$ cat config.mk
export PLATFORM = sky130hd
export DESIGN_NAME = debug_trigger
export DESIGN_NICKNAME = d
export VERILOG_FILES = /design/src/rtl/debug_trigger_pkg.sv /design/src/rtl/debug_trigger.sv
export SDC_FILE = /design/constraint.sdc
export NUM_CORES = 1
export LEC_CHECK = 0
export CAP_MARGIN = 30
export CORE_ASPECT_RATIO = 1.75
export CORE_MARGIN = 2
export CORE_UTILIZATION = 45
export CTS_BUF_LIST = sky130_fd_sc_hd__clkbuf_2
export CTS_CLUSTER_DIAMETER = 60
export DETAILED_ROUTE_END_ITERATION = 8
export GPL_ROUTABILITY_DRIVEN = 0
export GPL_TIMING_DRIVEN = 0
export PLACE_DENSITY_LB_ADDON = 0.05
export RECOVER_POWER = 25
export SYNTH_ARGS = -nofsm -noshare
export SYNTH_HDL_FRONTEND = slang
export SYNTH_SLANG_ARGS = --single-unit
export TNS_END_PERCENT = 1
$ cat constraint.sdc
create_clock -name CLK -period 3.3 [get_ports CLK]
set_input_delay 0.33 -clock CLK [delete_from_list [all_inputs] [get_ports CLK]]
set_output_delay 0.33 -clock CLK [all_outputs]
set_load 0.005 [all_outputs]
$ cat src/rtl/debug_trigger_pkg.sv
// Shared constants for the debug capture path: trace depth and FSM encodings.
// Build option: DEBUG_DEDUP_EN (see debug_trigger).
package debug_trigger_pkg;
    localparam int DEBUG_SIZE = 1024;

    localparam logic [1:0] DTRG_IDLE    = 2'd0;
    localparam logic [1:0] DTRG_ARMED   = 2'd1;
    localparam logic [1:0] DTRG_CAPTURE = 2'd2;
    localparam logic [1:0] DTRG_DONE    = 2'd3;
endpackage

$ cat src/rtl/debug_trigger.sv
// Trace capture control: arm, wait for PC trigger, emit one record per commit, stop after CAPTURE_LEN or halt.
// Latency: commit at N -> debug_we/debug_data at N+1; no backpressure. DEBUG_DEDUP_EN drops repeats of the last recorded PC.
module debug_trigger
    import debug_trigger_pkg::*;
#(
    parameter int CAPTURE_LEN = DEBUG_SIZE - 1
) (
    input  logic        CLK,
    input  logic        RST,
    input  logic        w_arm,
    input  logic        w_halt,
    input  logic        w_trig_en,
    input  logic [31:0] w_trig_pc,
    input  logic        w_commit,
    input  logic [31:0] w_pc,
    output logic        debug_we,
    output logic [31:0] debug_data,
    output logic        w_stop,
    output logic [1:0]  w_state
);
    localparam int              CW    = $clog2(CAPTURE_LEN + 1);
    localparam logic [CW-1:0]   LEN_C = CW'(CAPTURE_LEN);
    localparam logic [CW-1:0]   ONE_C = CW'(1);

    logic [1:0]    state;
    logic [1:0]    state_nxt;
    logic [CW-1:0] r_count;
    logic [CW-1:0] count_nxt;
    logic          rec;
    logic          trig_hit;
    logic          dup;

    assign trig_hit = !w_trig_en || (w_pc == w_trig_pc);

`ifdef DEBUG_DEDUP_EN
    logic [31:0] last_pc;
    logic        last_vld;

    always_ff @(posedge CLK) begin
        if (RST) begin
            last_pc  <= 32'd0;
            last_vld <= 1'b0;
        end else if (rec) begin
            last_pc  <= w_pc;
            last_vld <= 1'b1;
        end
    end

    assign dup = last_vld && (w_pc == last_pc);
`else
    assign dup = 1'b0;
`endif

    always_comb begin
        state_nxt = state;
        count_nxt = r_count;
        rec       = 1'b0;
        case (state)
            DTRG_IDLE: begin
                if (w_arm)
                    state_nxt = DTRG_ARMED;
            end
            DTRG_ARMED: begin
                // The trigger commit is record #1; a coincident halt still keeps it.
                if (w_commit && trig_hit) begin
                    rec       = 1'b1;
                    count_nxt = ONE_C;
                    state_nxt = (LEN_C == ONE_C || w_halt) ? DTRG_DONE : DTRG_CAPTURE;
                end else if (w_halt) begin
                    state_nxt = DTRG_DONE;
                end
            end
            DTRG_CAPTURE: begin
                if (w_commit && !dup) begin
                    rec       = 1'b1;
                    count_nxt = r_count + ONE_C;
                end
                if (w_halt || (rec && count_nxt == LEN_C))
                    state_nxt = DTRG_DONE;
            end
            default: ;
        endcase
    end

    always_ff @(posedge CLK) begin
        if (RST) begin
            state      <= DTRG_IDLE;
            r_count    <= '0;
            debug_we   <= 1'b0;
            debug_data <= 32'd0;
            w_stop     <= 1'b0;
        end else begin
            state    <= state_nxt;
            r_count  <= count_nxt;
            debug_we <= rec;
            if (rec)
                debug_data <= w_pc;
            // Registered alongside the final strobe so the buffer keeps that record before dumping.
            if (state_nxt == DTRG_DONE)
                w_stop <= 1'b1;
        end
    end

    assign w_state = state;
endmodule

==> flow_summary_export.csv <==
group,metric,value,unit
cts,clk_pin_slew,0.24,ns
floorplanning,die_w,58.5,µm
timing,fin_crit_sh,0.743,
critical_path,crit_path_start_kind,"flip-flop",
logic_synthesis,synth_mux_area_frac,0.141,
global_route,grt_pass1_vias,2329,
timing,slew_viol_final,0,
flow_run,maxCapViolCount,0,
logic_synthesis,synth_warnings,0,
routing,drc,0,
logic_synthesis,synth_compound_area_frac,0.100,
cts,cts_buffers,5,
floorplanning,initial_core_util,0.470,
logic_synthesis,synthSimpleGateAreaFrac,0.178,
cts,clock_latency,0.42,ns
logic_synthesis,mappedNetlistArea,2340,µm²
logic_synthesis,syn_avg_cell_area,8.93,µm²
cts,htreeDepth,2,
logic_synthesis,yosysSeqAreaShare,0.394,
logic_synthesis,ys_ff_latch,46,
critical_path,reg2reg_slack,0.85,ns
layout,layout.nets,448,
placement,placedCellCount,420,
logic_synthesis,synth_xor_area_frac,0.131,
logic_synthesis,synth.net_count,337,
timing,min_period,2.45,ns
routing,via_per_inst,5.36,
timing,max_freq,408,MHz
floorplanning,ios,106,
hold_path,min_from,"RST",
cts,post_cts_resize_count,0,
hold_path,hold_depth,2,
timing,worst_slew_pin_slew,0.624,ns
cts,ctsRootBufferMaster,"clkbuf_2",
routing,route.vias.total,2296,
routing,drtPass1Iterations,4,
placement,hpwl,5.53,mm
floorplanning,rows,34,
critical_path,reg2reg_to,"debug_data[6]",
routing,ant_nets,0,
cts,clock-sinks,46,
floorplanning,core,4980,µm²
layout,n_antenna_cell,0,
critical_path,critPathKind,"flip-flop to flip-flop",
critical_path,cp_max_fo,10,
critical_path,arrival,2.78,ns
power_and_ir_drop,vdd_drop_max,311,µV
logic_synthesis,syn_inst,262,
cts,cts_tree,"built",
floorplanning,fp.dieH,99.4,µm
logic_synthesis,synth_fa_ha_area_frac,0.0268,
power_and_ir_drop,p_leak,1.58,nW
logic_synthesis,synth_top_family_by_area,"simple AND/OR/NAND/NOR gates",
floorplanning,die-area,5810,µm²
layout,area_growth_syn_to_layout,49.2,%
critical_path,ff2ff_path_depth,8,
critical_path,r2r_start,"w_state[1]",
critical_path,cp-end-kind,"flip-flop",
routing,routed_wl,6.86,mm
power_and_ir_drop,p_per_area,397,nW/µm²
hold_path,hold_path.class,"input pin to flip-flop",
critical_path,required,3.63,ns
layout,mostFrequentLayoutCells,"84 x clkdlybuf4s50_1, 46 x dfxtp_1, 44 x nor2_1",
timing,rsz0062_at_grt,"no",
global_route,overflow,0,
global_route,antenna_found_initial,0,
timing,finalHoldViolations,0,
layout,drive_gt1_frac,0.0401,
timing,setup_tns,0,ns
global_route,grt_pass1_wl,10.9,mm
timing,holdWs,0.319,ns
cts,cts_buffer_depth,2,
timing,skew,0.00992,ns
cts,hold_buffers,0,
outcome,status,"finished clean",
global_route,grt_start_max_net_pins,15,
hold_path,hold_path_end,"w_stop",
timing,relSlewSlack,0.581,
layout,layout.cells.most_common,"clkdlybuf4s50_1",
timing,setup_viol,0,
routing,drtIter0Drc,89,
layout,layoutNonFillerInstCount,428,
logic_synthesis,ys_types,37,
placement,port_buffers,104,
cts,cts_setup_buffers,0,
global_route,track_usage,0.245,
routing,wl_per_cell,16.0,µm
worst max-delay path, cell delays in order, from the launching register on:
cell and delay [ns]:
dfxtp_1 0.46, inv_1 0.11, ha_1 0.26, nor2_1 0.35, nor2_1 0.10, o21ai_1 0.36
buf_2 0.43, mux2i_1 0.25, nor2_1 0.05
report_power, final:
| part | switching [mW] | internal [mW] |
|---|---|---|
| logic | 0.235 | 0.264 |
| registers | 0.0372 | 0.609 |
| clock network | 0.191 | 0.0483 |
cell type report:
cell class	instances	area [µm²]
Clock inverter	3	16.3
Multi-Input combinational cell	199	1350
Inverter	7	26.3
Buffer	10	42.5
Timing Repair Buffer	104	1040
Sequential cell	46	921
Clock buffer	5	25.0
Tap cell	54	67.6
Fill cell	423	1490
kinds of logic (layout without fill, tap and decap cells):
group,after synthesis,count (layout)
AO/OA/AOI/OAI,38,38
multiplexers,33,33
adder cells (fa/ha/maj),5,5
flip-flops,46,46
XOR/XNOR,35,35
buffers and inverters,17,129
AND/OR/NAND/NOR,88,88
flip-flops by register name (all words and copies together) (netlist names):
name	flops
w_stop	1
debug_data	32
w_state	2
r_count	10
debug_we	1
Yosys cell counts:
| cell | n | area [µm²] |
|---|---|---|
| nor4_1 | 9 | 56.3 |
| and3_1 | 2 | 12.5 |
| o31a_1 | 1 | 8.76 |
| nand2_1 | 11 | 41.3 |
| or4b_1 | 1 | 10.0 |
| dfxtp_1 | 46 | 921 |
| mux2i_1 | 33 | 330 |
| a21oi_1 | 10 | 50.1 |
| nand3b_1 | 1 | 7.51 |
| o21a_1 | 1 | 7.51 |
| or2_2 | 1 | 6.26 |
| o31ai_1 | 2 | 15.0 |
| o21ai_2 | 1 | 8.76 |
| o211ai_2 | 1 | 12.5 |
| o41ai_1 | 1 | 8.76 |
| buf_2 | 4 | 20.0 |
| inv_1 | 7 | 26.3 |
| o221a_2 | 1 | 11.3 |
| clkbuf_1 | 5 | 18.8 |
| nand3_1 | 2 | 10.0 |
| nor2b_1 | 2 | 12.5 |
| xnor2_1 | 1 | 8.76 |
| a31oi_1 | 3 | 18.8 |
| nor3_1 | 2 | 10.0 |
| or3_1 | 2 | 12.5 |
| and2_1 | 1 | 6.26 |
| xor2_1 | 34 | 298 |
| nor2_1 | 44 | 165 |
| a41oi_1 | 1 | 8.76 |
| o32ai_1 | 1 | 8.76 |
| ha_1 | 5 | 62.6 |
| nand4b_1 | 1 | 8.76 |
| o21ai_0 | 14 | 70.1 |
| nand2b_1 | 2 | 12.5 |
| nand4_1 | 7 | 43.8 |
| buf_1 | 1 | 3.75 |
| o21ai_1 | 1 | 5.00 |
through the flow:
step                      utilization  power [mW]  cell area, µm²  setup WS (ns)
after floorplan                     -       0.905            2340           1.35
after global placement          0.693        1.15            3450          0.453
after detailed placement        0.693        1.17            3450          0.402
after CTS                       0.701        1.40            3490          0.862
after global routing            0.701        1.47            3490          0.654
final                           0.701        1.38            3490          0.849
worst max path at each step:
stage | startpoint | to | cells after the start | slack [ns]
2_1_floorplan | w_state[0] | debug_data[3] | 7 | 1.35
3_3_place_gp | w_pc[19] | debug_data[31] | 9 | 0.45
3_5_place_dp | w_pc[19] | debug_data[12] | 9 | 0.40
4_1_cts | w_state[1] | debug_data[14] | 8 | 0.86
5_1_grt | w_state[1] | debug_data[3] | 8 | 0.65
6_report | w_state[1] | debug_data[6] | 8 | 0.85
metal layers:
layer | part of all wire | track usage | up-vias
li1 | - | - | 1144
met3 | 0.066 | 0.0481 | 11
met4 | 0.021 | 0.0841 | 0
met5 | 0 | 0 | -
met2 | 0.55 | 0.468 | 88
met1 | 0.36 | 0.252 | 1053
(Power assumes the default switching activity.)
